**config.mk**
```make
export PLATFORM = sky130hd
export DESIGN_NAME = psum_accumulator
export DESIGN_NICKNAME = d
export VERILOG_FILES = /design/src/rtl/psum_accumulator.sv
export SDC_FILE = /design/constraint.sdc
export NUM_CORES = 1
export LEC_CHECK = 0
export ABC_CLOCK_PERIOD_IN_PS = 13300
export BUFFER_PORTS_ARGS = -buffer_cell sky130_fd_sc_hd__buf_2
export CAP_MARGIN = 25
export CORE_MARGIN = 5
export CORE_UTILIZATION = 42
export CTS_CLUSTER_SIZE = 8
export DETAILED_ROUTE_END_ITERATION = 7
export GPL_TIMING_DRIVEN = 0
export PLACE_DENSITY = 0.67
export SLEW_MARGIN = 10
export SYNTH_ARGS = -nofsm -noshare
export SYNTH_HDL_FRONTEND = slang
export SYNTH_SLANG_ARGS = --single-unit
export TNS_END_PERCENT = 20
```
**constraint.sdc**
```tcl
create_clock -name clk -period 13.3 [get_ports clk]
set_clock_uncertainty 0.15 [all_clocks]
set_input_delay 0 -clock clk [delete_from_list [all_inputs] [get_ports clk]]
set_output_delay 0 -clock clk [all_outputs]
set_load 0.05 [all_outputs]
```
**src/rtl/psum_accumulator.sv**
```systemverilog
// Column-output partial-sum accumulator: saturating Q8.8 accumulation over K passes, then valid/ready drain.
// Optional build macro ACC_RELU_EN applies ReLU on the drain path only.
module psum_accumulator #(
  parameter int DATA_WIDTH = 16,
  parameter int DEPTH      = 16
) (
  input  logic                         clk,
  input  logic                         rst,
  input  logic                         acc_start,
  input  logic [$clog2(DEPTH+1)-1:0]   acc_rows,
  input  logic [DATA_WIDTH-1:0]        acc_psum_in,
  input  logic                         acc_valid_in,
  input  logic                         acc_tile_last,
  output logic [DATA_WIDTH-1:0]        acc_out_data,
  output logic                         acc_out_valid,
  input  logic                         acc_out_ready,
  output logic                         acc_busy,
  output logic                         acc_done,
  output logic                         acc_overflow,
  output logic                         acc_error
);

  localparam int RW = $clog2(DEPTH + 1);
  localparam int PW = (DEPTH > 1) ? $clog2(DEPTH) : 1;

  typedef enum logic [1:0] {IDLE, ACCUM, DRAIN, DONE} state_t;

  state_t                  state_reg;
  logic [PW-1:0]           wr_ptr_reg;
  logic [RW-1:0]           rd_ptr_reg;
  logic [RW-1:0]           rows_reg;
  logic                    first_pass_reg;
  logic [DATA_WIDTH-1:0]   out_data_reg;
  logic                    out_valid_reg;
  logic                    done_reg;
  logic                    overflow_reg;
  logic                    error_reg;

  logic [DATA_WIDTH-1:0]   mem [DEPTH];

  logic                    wr_en;
  logic [DATA_WIDTH-1:0]   rd_old;
  logic [DATA_WIDTH:0]     sum_ext;
  logic                    sat_hit;
  logic [DATA_WIDTH-1:0]   sat_val;
  logic [DATA_WIDTH-1:0]   wr_data;
  logic                    last_row;
  logic                    rows_ok;
  logic [PW-1:0]           rd_idx;
  logic [DATA_WIDTH-1:0]   drain_word;

  assign wr_en    = (state_reg == ACCUM) && acc_valid_in;
  assign rd_old   = mem[wr_ptr_reg];
  // One extra bit holds the exact sum; disagreement of the top two bits means overflow.
  assign sum_ext  = {rd_old[DATA_WIDTH-1], rd_old} + {acc_psum_in[DATA_WIDTH-1], acc_psum_in};
  assign sat_hit  = sum_ext[DATA_WIDTH] ^ sum_ext[DATA_WIDTH-1];
  assign sat_val  = !sat_hit ? sum_ext[DATA_WIDTH-1:0] :
                    (sum_ext[DATA_WIDTH] ? {1'b1, {(DATA_WIDTH-1){1'b0}}}
                                         : {1'b0, {(DATA_WIDTH-1){1'b1}}});
  assign wr_data  = first_pass_reg ? acc_psum_in : sat_val;
  assign last_row = (RW'(wr_ptr_reg) == rows_reg - RW'(1));
  assign rows_ok  = (acc_rows != '0) && (acc_rows <= RW'(DEPTH));
  assign rd_idx   = rd_ptr_reg[PW-1:0];

`ifdef ACC_RELU_EN
  assign drain_word = mem[rd_idx][DATA_WIDTH-1] ? '0 : mem[rd_idx];
`else
  assign drain_word = mem[rd_idx];
`endif

  always_ff @(posedge clk) begin
    if (wr_en)
      mem[wr_ptr_reg] <= wr_data;
  end

  always_ff @(posedge clk or posedge rst) begin
    if (rst) begin
      state_reg      <= IDLE;
      wr_ptr_reg     <= '0;
      rd_ptr_reg     <= '0;
      rows_reg       <= '0;
      first_pass_reg <= 1'b0;
      out_data_reg   <= '0;
      out_valid_reg  <= 1'b0;
      done_reg       <= 1'b0;
      overflow_reg   <= 1'b0;
      error_reg      <= 1'b0;
    end else begin
      done_reg <= 1'b0;
      if (acc_valid_in && (state_reg != ACCUM))
        error_reg <= 1'b1;
      case (state_reg)
        IDLE: begin
          if (acc_start) begin
            if (rows_ok) begin
              state_reg      <= ACCUM;
              rows_reg       <= acc_rows;
              wr_ptr_reg     <= '0;
              first_pass_reg <= 1'b1;
              overflow_reg   <= 1'b0;
              error_reg      <= acc_valid_in;
            end else begin
              error_reg <= 1'b1;
            end
          end
        end
        ACCUM: begin
          if (acc_valid_in) begin
            if (!first_pass_reg && sat_hit)
              overflow_reg <= 1'b1;
            if (last_row) begin
              wr_ptr_reg     <= '0;
              first_pass_reg <= 1'b0;
              if (acc_tile_last) begin
                state_reg  <= DRAIN;
                rd_ptr_reg <= '0;
              end
            end else begin
              wr_ptr_reg <= wr_ptr_reg + PW'(1);
            end
          end
        end
        DRAIN: begin
          // Output register refills whenever it is empty or being consumed.
          if (!out_valid_reg || acc_out_ready) begin
            if (rd_ptr_reg != rows_reg) begin
              out_data_reg  <= drain_word;
              out_valid_reg <= 1'b1;
              rd_ptr_reg    <= rd_ptr_reg + RW'(1);
            end else begin
              out_valid_reg <= 1'b0;
              state_reg     <= DONE;
              done_reg      <= 1'b1;
            end
          end
        end
        DONE: begin
          state_reg <= IDLE;
        end
        default: state_reg <= IDLE;
      endcase
    end
  end

  assign acc_out_data  = out_data_reg;
  assign acc_out_valid = out_valid_reg;
  assign acc_busy      = (state_reg != IDLE);
  assign acc_done      = done_reg;
  assign acc_overflow  = overflow_reg;
  assign acc_error     = error_reg;

endmodule

```
==> run summary, run 1 <==
cell mode on critical path -> mux4_2
#FFs+latches synth -> 293
RR Endpoint -> mem[14][10]
Die W -> 196 µm
start point of the critical path -> wr_ptr_reg[1]
Die H -> 196 µm
Gate power share -> 44.2%
Seq/Total Area, Yosys -> 59.0%
Critical Path Stages -> 14
commonest cells after routing, fill and taps aside -> edfxtp_1, mux4_2, buf_2, clkbuf_1, clkbuf_16
initial core utilization -> 42.4%
GRT Total Usage -> 20.8%
vias in the first global route -> 8,769
CTS clk-pin slew, worst paths -> 0.05 ns
TritonCTS Sinks -> 293
Hold Path Class -> in -> reg
Setup crit start kind -> register
Reg power frac -> 33.7%
Leak Pwr -> 5.71 nW
crit path capture -> mem[14][10]
Via-to-Cell Ratio -> 6.12
cell-internal power -> 2.80 mW
endpoints failing hold -> 0
max-cap violation count -> 0
RSZ-0062 raised after global routing -> no
Root Driver -> clkbuf_16
Yosys warnings -> 0
Slew HR -> 24.7%
commonest non-fill, non-tap cell in the layout -> edfxtp_1
clock insertion delay at the later pin of the skew report -> 0.52 ns
Std-Cell Rows -> 68
Clk network pwr share -> 22.1%
WP buf/inv -> 4
HPWL after detailed placement -> 27,200 µm
CP Cell Sequence -> buf_1 > clkbuf_1 > mux4_2 > mux4_2 > ha_1 > a2111oi_4 > o21ai_1 > nand4_1 > nand3_2 > nor3_1 > a211oi_2 > buf_2 > a2bb2oi_1 > buf_4
Top Ports -> 48
Psw -> 1.61 mW
drt total wl -> 40,400 µm
PwrDens -> 255 mW/mm²
ANT cells -> 0
Peak Freq -> 161 MHz
post-CTS resize count -> 0
Placed Instances -> 1,314
Mean Syn Cell Area -> 18.4 µm²
ys flop type -> edfxtp_1
max incr delay on CP -> 0.90 ns
gp weighted congestion -> 0.910
unique cell type count in the Yosys netlist -> 68
largest net degree at the start of global routing -> 29
syn nets -> 847
Final Max Tran Viols -> 0
drt wl/cell -> 28.4 µm
final instance area -> 0.0173 mm²
htree depth -> 2
CTS tree -> done
number of flip-flops in the largest register -> 256
Layout Cells excl Fill -> 1,424
total CTS buffers -> 42
number of synthesized flops with an enable pin -> 256
Post-DRT Antenna Nets -> 0
dpl cell area -> 0.0157 mm²
area grow syn2layout -> 18.2%
grt ovf -> 0
status -> finished, final reports clean
Via Count -> 8,718
Finish-stage setup viols -> 0
area of the mapped netlist -> 0.0146 mm²
core area -> 0.0345 mm²
area of the die -> 0.0386 mm²
critical path type -> reg -> reg
Worst R2R Setup Slack -> 7.08 ns
Top reg by flops -> mem
slowest cell on the critical path -> clkbuf_1
FF-to-FF Start -> wr_ptr_reg[1]
global-route wire length before repair -> 58,400 µm
post-synthesis async set-or-reset flop share -> 12.6%
CP arrival -> 6.44 ns
fin crit period -> 6.22 ns
nets -> 993
total chip power -> 4.41 mW
fin crit share -> 46.7%
R2R depth -> 14
DRT Pass-1 Iters -> 5
setup TNS -> 0 ns
CP Capture Type -> register
clk buf depth -> 3
PortBufs -> 47
Crit Path Max Fanout -> 10
Synth Instances -> 794
Max rail drop VDD -> 0.127 mV
switching share of power -> 36.4%
layout cells sized above 1 -> 35.3%
CP top delay family -> buffers and inverters
# Post-CTS Setup Buffers -> 0
Tightest Pin Transition -> 1.13 ns
initial antenna violation count -> 0
DR iter-0 viols -> 844
# hold bufs at CTS -> 27
Worst EP required -> 13.52 ns
number of remaining DRC errors -> 0
-- worst min-delay path by stage --
| stage | start | to | cells past startpoint |
|---|---|---|---|
| 5_1_grt | acc_psum_in[12] | mem[1][12] | 3 |
| 6_report | acc_psum_in[12] | mem[1][12] | 3 |
| 3_3_place_gp | acc_rows[3] | rows_reg[3] | 2 |
| 3_5_place_dp | rst | acc_out_data[1] | 2 |
| 4_1_cts | acc_psum_in[12] | mem[0][12] | 3 |
| 2_1_floorplan | acc_valid_in | acc_error | 2 |
-- power groups by stage --
stage | sequential (mW) | clock, mW | combinational, mW
floorplan | 1.59 | 0 | 1.23
global placement | 1.51 | 0 | 1.80
detailed placement | 1.51 | 0 | 1.87
CTS | 1.49 | 0.988 | 1.89
global route | 1.49 | 1.04 | 2.08
finish | 1.49 | 0.974 | 1.95
-- final cells by class --
class,instances,area (µm²)
Fill cell,2796,17200
Sequential cell,293,8610
Multi-Input combinational cell,433,5720
Clock buffer,72,1180
Timing Repair Buffer,102,866
Tap cell,455,569
Buffer,48,223
Inverter,20,75.1
Clock inverter,1,8.76
-- synthesized netlist by cell type, drive strengths merged (5+ instances only) --
library cell / count / area, µm²
inv: 19 / 71.3
a2bb2oi: 10 / 87.6
and2: 18 / 113
clkbuf: 25 / 93.8
mux4: 160 / 3600
nand3: 9 / 50.1
buf: 23 / 128
nor2: 22 / 82.6
a21o: 6 / 45.0
mux2: 23 / 263
nor2b: 5 / 31.3
xnor2: 16 / 140
xor2: 8 / 70.1
ha: 25 / 313
nand2: 26 / 97.6
and4: 5 / 46.3
a21oi: 16 / 83.8
nor3: 8 / 56.3
dfrtp: 37 / 926
edfxtp: 256 / 7690
o21ai: 19 / 95.1
-- worst min-delay path: stages --
cell and delay, ns:
buf_2 0.13, nor2_1 0.12, o32ai_2 0.22
-- per-stage QoR --
stage                     utilization, %  setup slack [ns]  hold slack, ns
after global placement              44.7              6.99           0.101
after detailed placement            45.6              6.78          -0.130
after global routing                50.1              6.81          0.0809
after floorplan                        -              8.49         -0.0201
final                               50.1              7.08          0.0360
after CTS                           49.9              6.86          0.0116
-- routing by layer --
layer	part of all wire, %	GRT usage (%)	vias up	wire length (µm)
li1	-	-	3634	-
met5	0	0	-	0
met4	3.0	6.18	0	1220
met2	49	34.0	448	19700
met1	40	28.7	4541	16100
met3	8.5	4.10	95	3420
-- logic make-up after synthesis --
kind of cell,Yosys count,share of synthesized area (%)
AOI/OAI and AO/OA,92,4.81
xor gates and xnor gates,24,1.44
adders and majority gates,26,2.28
buffers and inverters,68,2.03
DFF,293,59.0
muxes,184,26.5
and+or+nand+nor,107,3.90
Power figures use the tool's default switching activity.
==> run 2: changes to the inputs <==
--- a/config.mk
+++ b/config.mk
@@ -5,7 +5,7 @@
 export SDC_FILE = /design/constraint.sdc
 export NUM_CORES = 1
 export LEC_CHECK = 0
-export ABC_CLOCK_PERIOD_IN_PS = 13300
+export ABC_CLOCK_PERIOD_IN_PS = 5200
 export BUFFER_PORTS_ARGS = -buffer_cell sky130_fd_sc_hd__buf_2
 export CAP_MARGIN = 25
 export CORE_MARGIN = 5
@@ -13,7 +13,7 @@
 export CTS_CLUSTER_SIZE = 8
 export DETAILED_ROUTE_END_ITERATION = 7
 export GPL_TIMING_DRIVEN = 0
-export PLACE_DENSITY = 0.67
+export PLACE_DENSITY = 0.69
 export SLEW_MARGIN = 10
 export SYNTH_ARGS = -nofsm -noshare
 export SYNTH_HDL_FRONTEND = slang
==> constraint.sdc (replaced) <==
create_clock -name clk -period 5.2 [get_ports clk]
set_clock_uncertainty 0.15 [all_clocks]
set_input_delay 0 -clock clk [delete_from_list [all_inputs] [get_ports clk]]
set_output_delay 0 -clock clk [all_outputs]
set_load 0.05 [all_outputs]
==> run 2 against run 1 <==
Compared with the run above:
- sequential power rose to 2.6 times the previous value
- utilization up 1.3 points
- largest power group unchanged
- first-iteration DRC count up 22%
- maximum frequency up 24%
- final area up 2.6%
- highest routed layer unchanged
- power rose to 2.7 times the previous value
- routed wire length up 1.1%
- sequential share of layout area down 1.2 points
==> run summary, run 2 (same netlist as run 1, synthesis figures left out) <==
cell-internal power -> 7.40 mW
CTS clk-pin slew, worst paths -> 0.05 ns
HPWL after detailed placement -> 28,200 µm
critical path type -> reg -> reg
PortBufs -> 47
grt ovf -> 0
Leak Pwr -> 5.86 nW
Placed Instances -> 1,320
CTS tree -> done
final instance area -> 0.0177 mm²
Root Driver -> clkbuf_16
RR Endpoint -> mem[13][1]
status -> finished, final reports clean
Final Max Tran Viols -> 0
total CTS buffers -> 42
commonest cells after routing, fill and taps aside -> edfxtp_1, mux4_2, buf_2, clkbuf_1, clkbuf_16
drt wl/cell -> 28.5 µm
Via-to-Cell Ratio -> 6.23
Std-Cell Rows -> 68
TritonCTS Sinks -> 293
fin crit period -> 5.02 ns
fin crit share -> 96.6%
Psw -> 4.33 mW
RSZ-0062 raised after global routing -> yes
Hold Path Sink -> mem[12][12]
Post-DRT Antenna Nets -> 0
layout cells sized above 1 -> 36.7%
area grow syn2layout -> 21.2%
WL met3 -> 3450 µm
Slew HR -> 31.3%
Worst R2R Setup Slack -> 0.18 ns
R2R depth -> 13
Hold Path Class -> in -> reg
max layer used -> met4
PwrDens -> 662 mW/mm²
gp weighted congestion -> 0.889
ANT cells -> 0
Crit Path Max Fanout -> 13
htree depth -> 2
max-cap violation count -> 0
DR iter-0 viols -> 1,031
multi-input logic area -> 0.00594 mm²
initial antenna violation count -> 0
WL met2 -> 19,800 µm
Top Ports -> 48
Tightest Pin Transition -> 1.03 ns
dpl cell area -> 0.0158 mm²
endpoints failing hold -> 0
Reg power frac -> 32.4%
Finish-stage setup viols -> 0
area of the die -> 0.0386 mm²
CP arrival -> 5.12 ns
setup TNS -> 0 ns
Via Count -> 8,909
fin util -> 51.4%
Worst EP required -> 5.30 ns
FF-to-FF Start -> wr_ptr_reg[1]
clk buf depth -> 3
vias in the first global route -> 9,042
global-route wire length before repair -> 59,800 µm
number of remaining DRC errors -> 0
Peak Freq -> 199 MHz
Die H -> 196 µm
DRT Pass-1 Iters -> 5
Die W -> 196 µm
Clk network pwr share -> 21.4%
drt total wl -> 40,800 µm
hold path cells -> 3
Layout Cells excl Fill -> 1,430
commonest non-fill, non-tap cell in the layout -> edfxtp_1
Max rail drop VDD -> 0.320 mV
number of flip-flops in the largest register -> 256
Gate power share -> 46.2%
switching share of power -> 36.9%
GRT Total Usage -> 21.2%
worst hold path startpoint -> acc_psum_in[12]
# fillers -> 2,761
initial core utilization -> 42.4%
Setup crit start kind -> register
largest net degree at the start of global routing -> 31
Top reg by flops -> mem
register area -> 0.00861 mm²
DRT met1 WL -> 16,200 µm
core area -> 0.0345 mm²
CP Capture Type -> register
clock insertion delay at the later pin of the skew report -> 0.52 ns
nets -> 999
[run 2: cell count changes in the layout (fill, tap and decap cells not counted), sizes merged]
cell         change
buf              +5
clkbuf           -5
dlygate4sd3      +6
[run 2: stage by stage]
stage | setup WS, ns | hold slack (ns) | power, mW
after floorplan | 0.390 | -0.0201 | 7.20
after global placement | -1.01 | 0.100 | 8.44
after detailed placement | -1.20 | -0.185 | 8.68
after CTS | -0.0353 | 0.0213 | 11.4
after global routing | -0.0192 | 0.0740 | 12.3
final | 0.177 | 0.0442 | 11.7
[run 2: power groups by stage]
stage	clock (mW)	combinational, mW	sequential (mW)
detailed placement	0	4.81	3.86
floorplan	0	3.14	4.07
CTS	2.53	5.09	3.81
finish	2.51	5.41	3.80
global placement	0	4.58	3.86
global route	2.64	5.79	3.82
[run 2: repair_timing]
item                                    CTS  global route
hold buffers                             32             1
endpoints found under the setup margin  257           253
endpoints found under the hold margin   262            16
pin swaps                                 1             5
setup buffers                             0             4
resized for setup                        30            21
[run 2: layout make-up]
class	count	share of cell area [%]
inverters	20	0.424
clock inverters	1	0.0495
flip-flops and latches	293	48.7
clock buffers	72	6.75
repair buffers	108	5.81
multi-input cells	433	33.6
well taps	455	3.22
plain buffers	48	1.53
[run 2: routing by layer]
metal  up-vias  GRT usage (%)
met5         -              0
met4         0           7.34
met3        93           4.51
met2       478           34.2
met1      4685           28.9
li1       3653              -
[run 2: critical path, stage by stage (launching register included)]
cell      delay [ns]
dfrtp_1         0.45
buf_2           0.36
buf_2           0.49
mux4_2          0.37
mux4_2          0.52
ha_1            0.37
a211oi_1        0.31
o211ai_1        0.15
a221o_1         0.37
a311oi_2        0.35
nor2_1          0.17
o21bai_1        0.16
a31oi_1         0.21
buf_4           0.30
[run 2: worst max path at each step]
stage	endpoint	slack, ns	from
global route	mem[7][5]	-0.02	wr_ptr_reg[0]
floorplan	mem[0][10]	0.39	wr_ptr_reg[0]
finish	mem[13][1]	0.18	wr_ptr_reg[1]
CTS	mem[11][9]	-0.04	wr_ptr_reg[0]
global placement	mem[12][14]	-1.01	wr_ptr_reg[1]
detailed placement	mem[8][10]	-1.20	wr_ptr_reg[1]
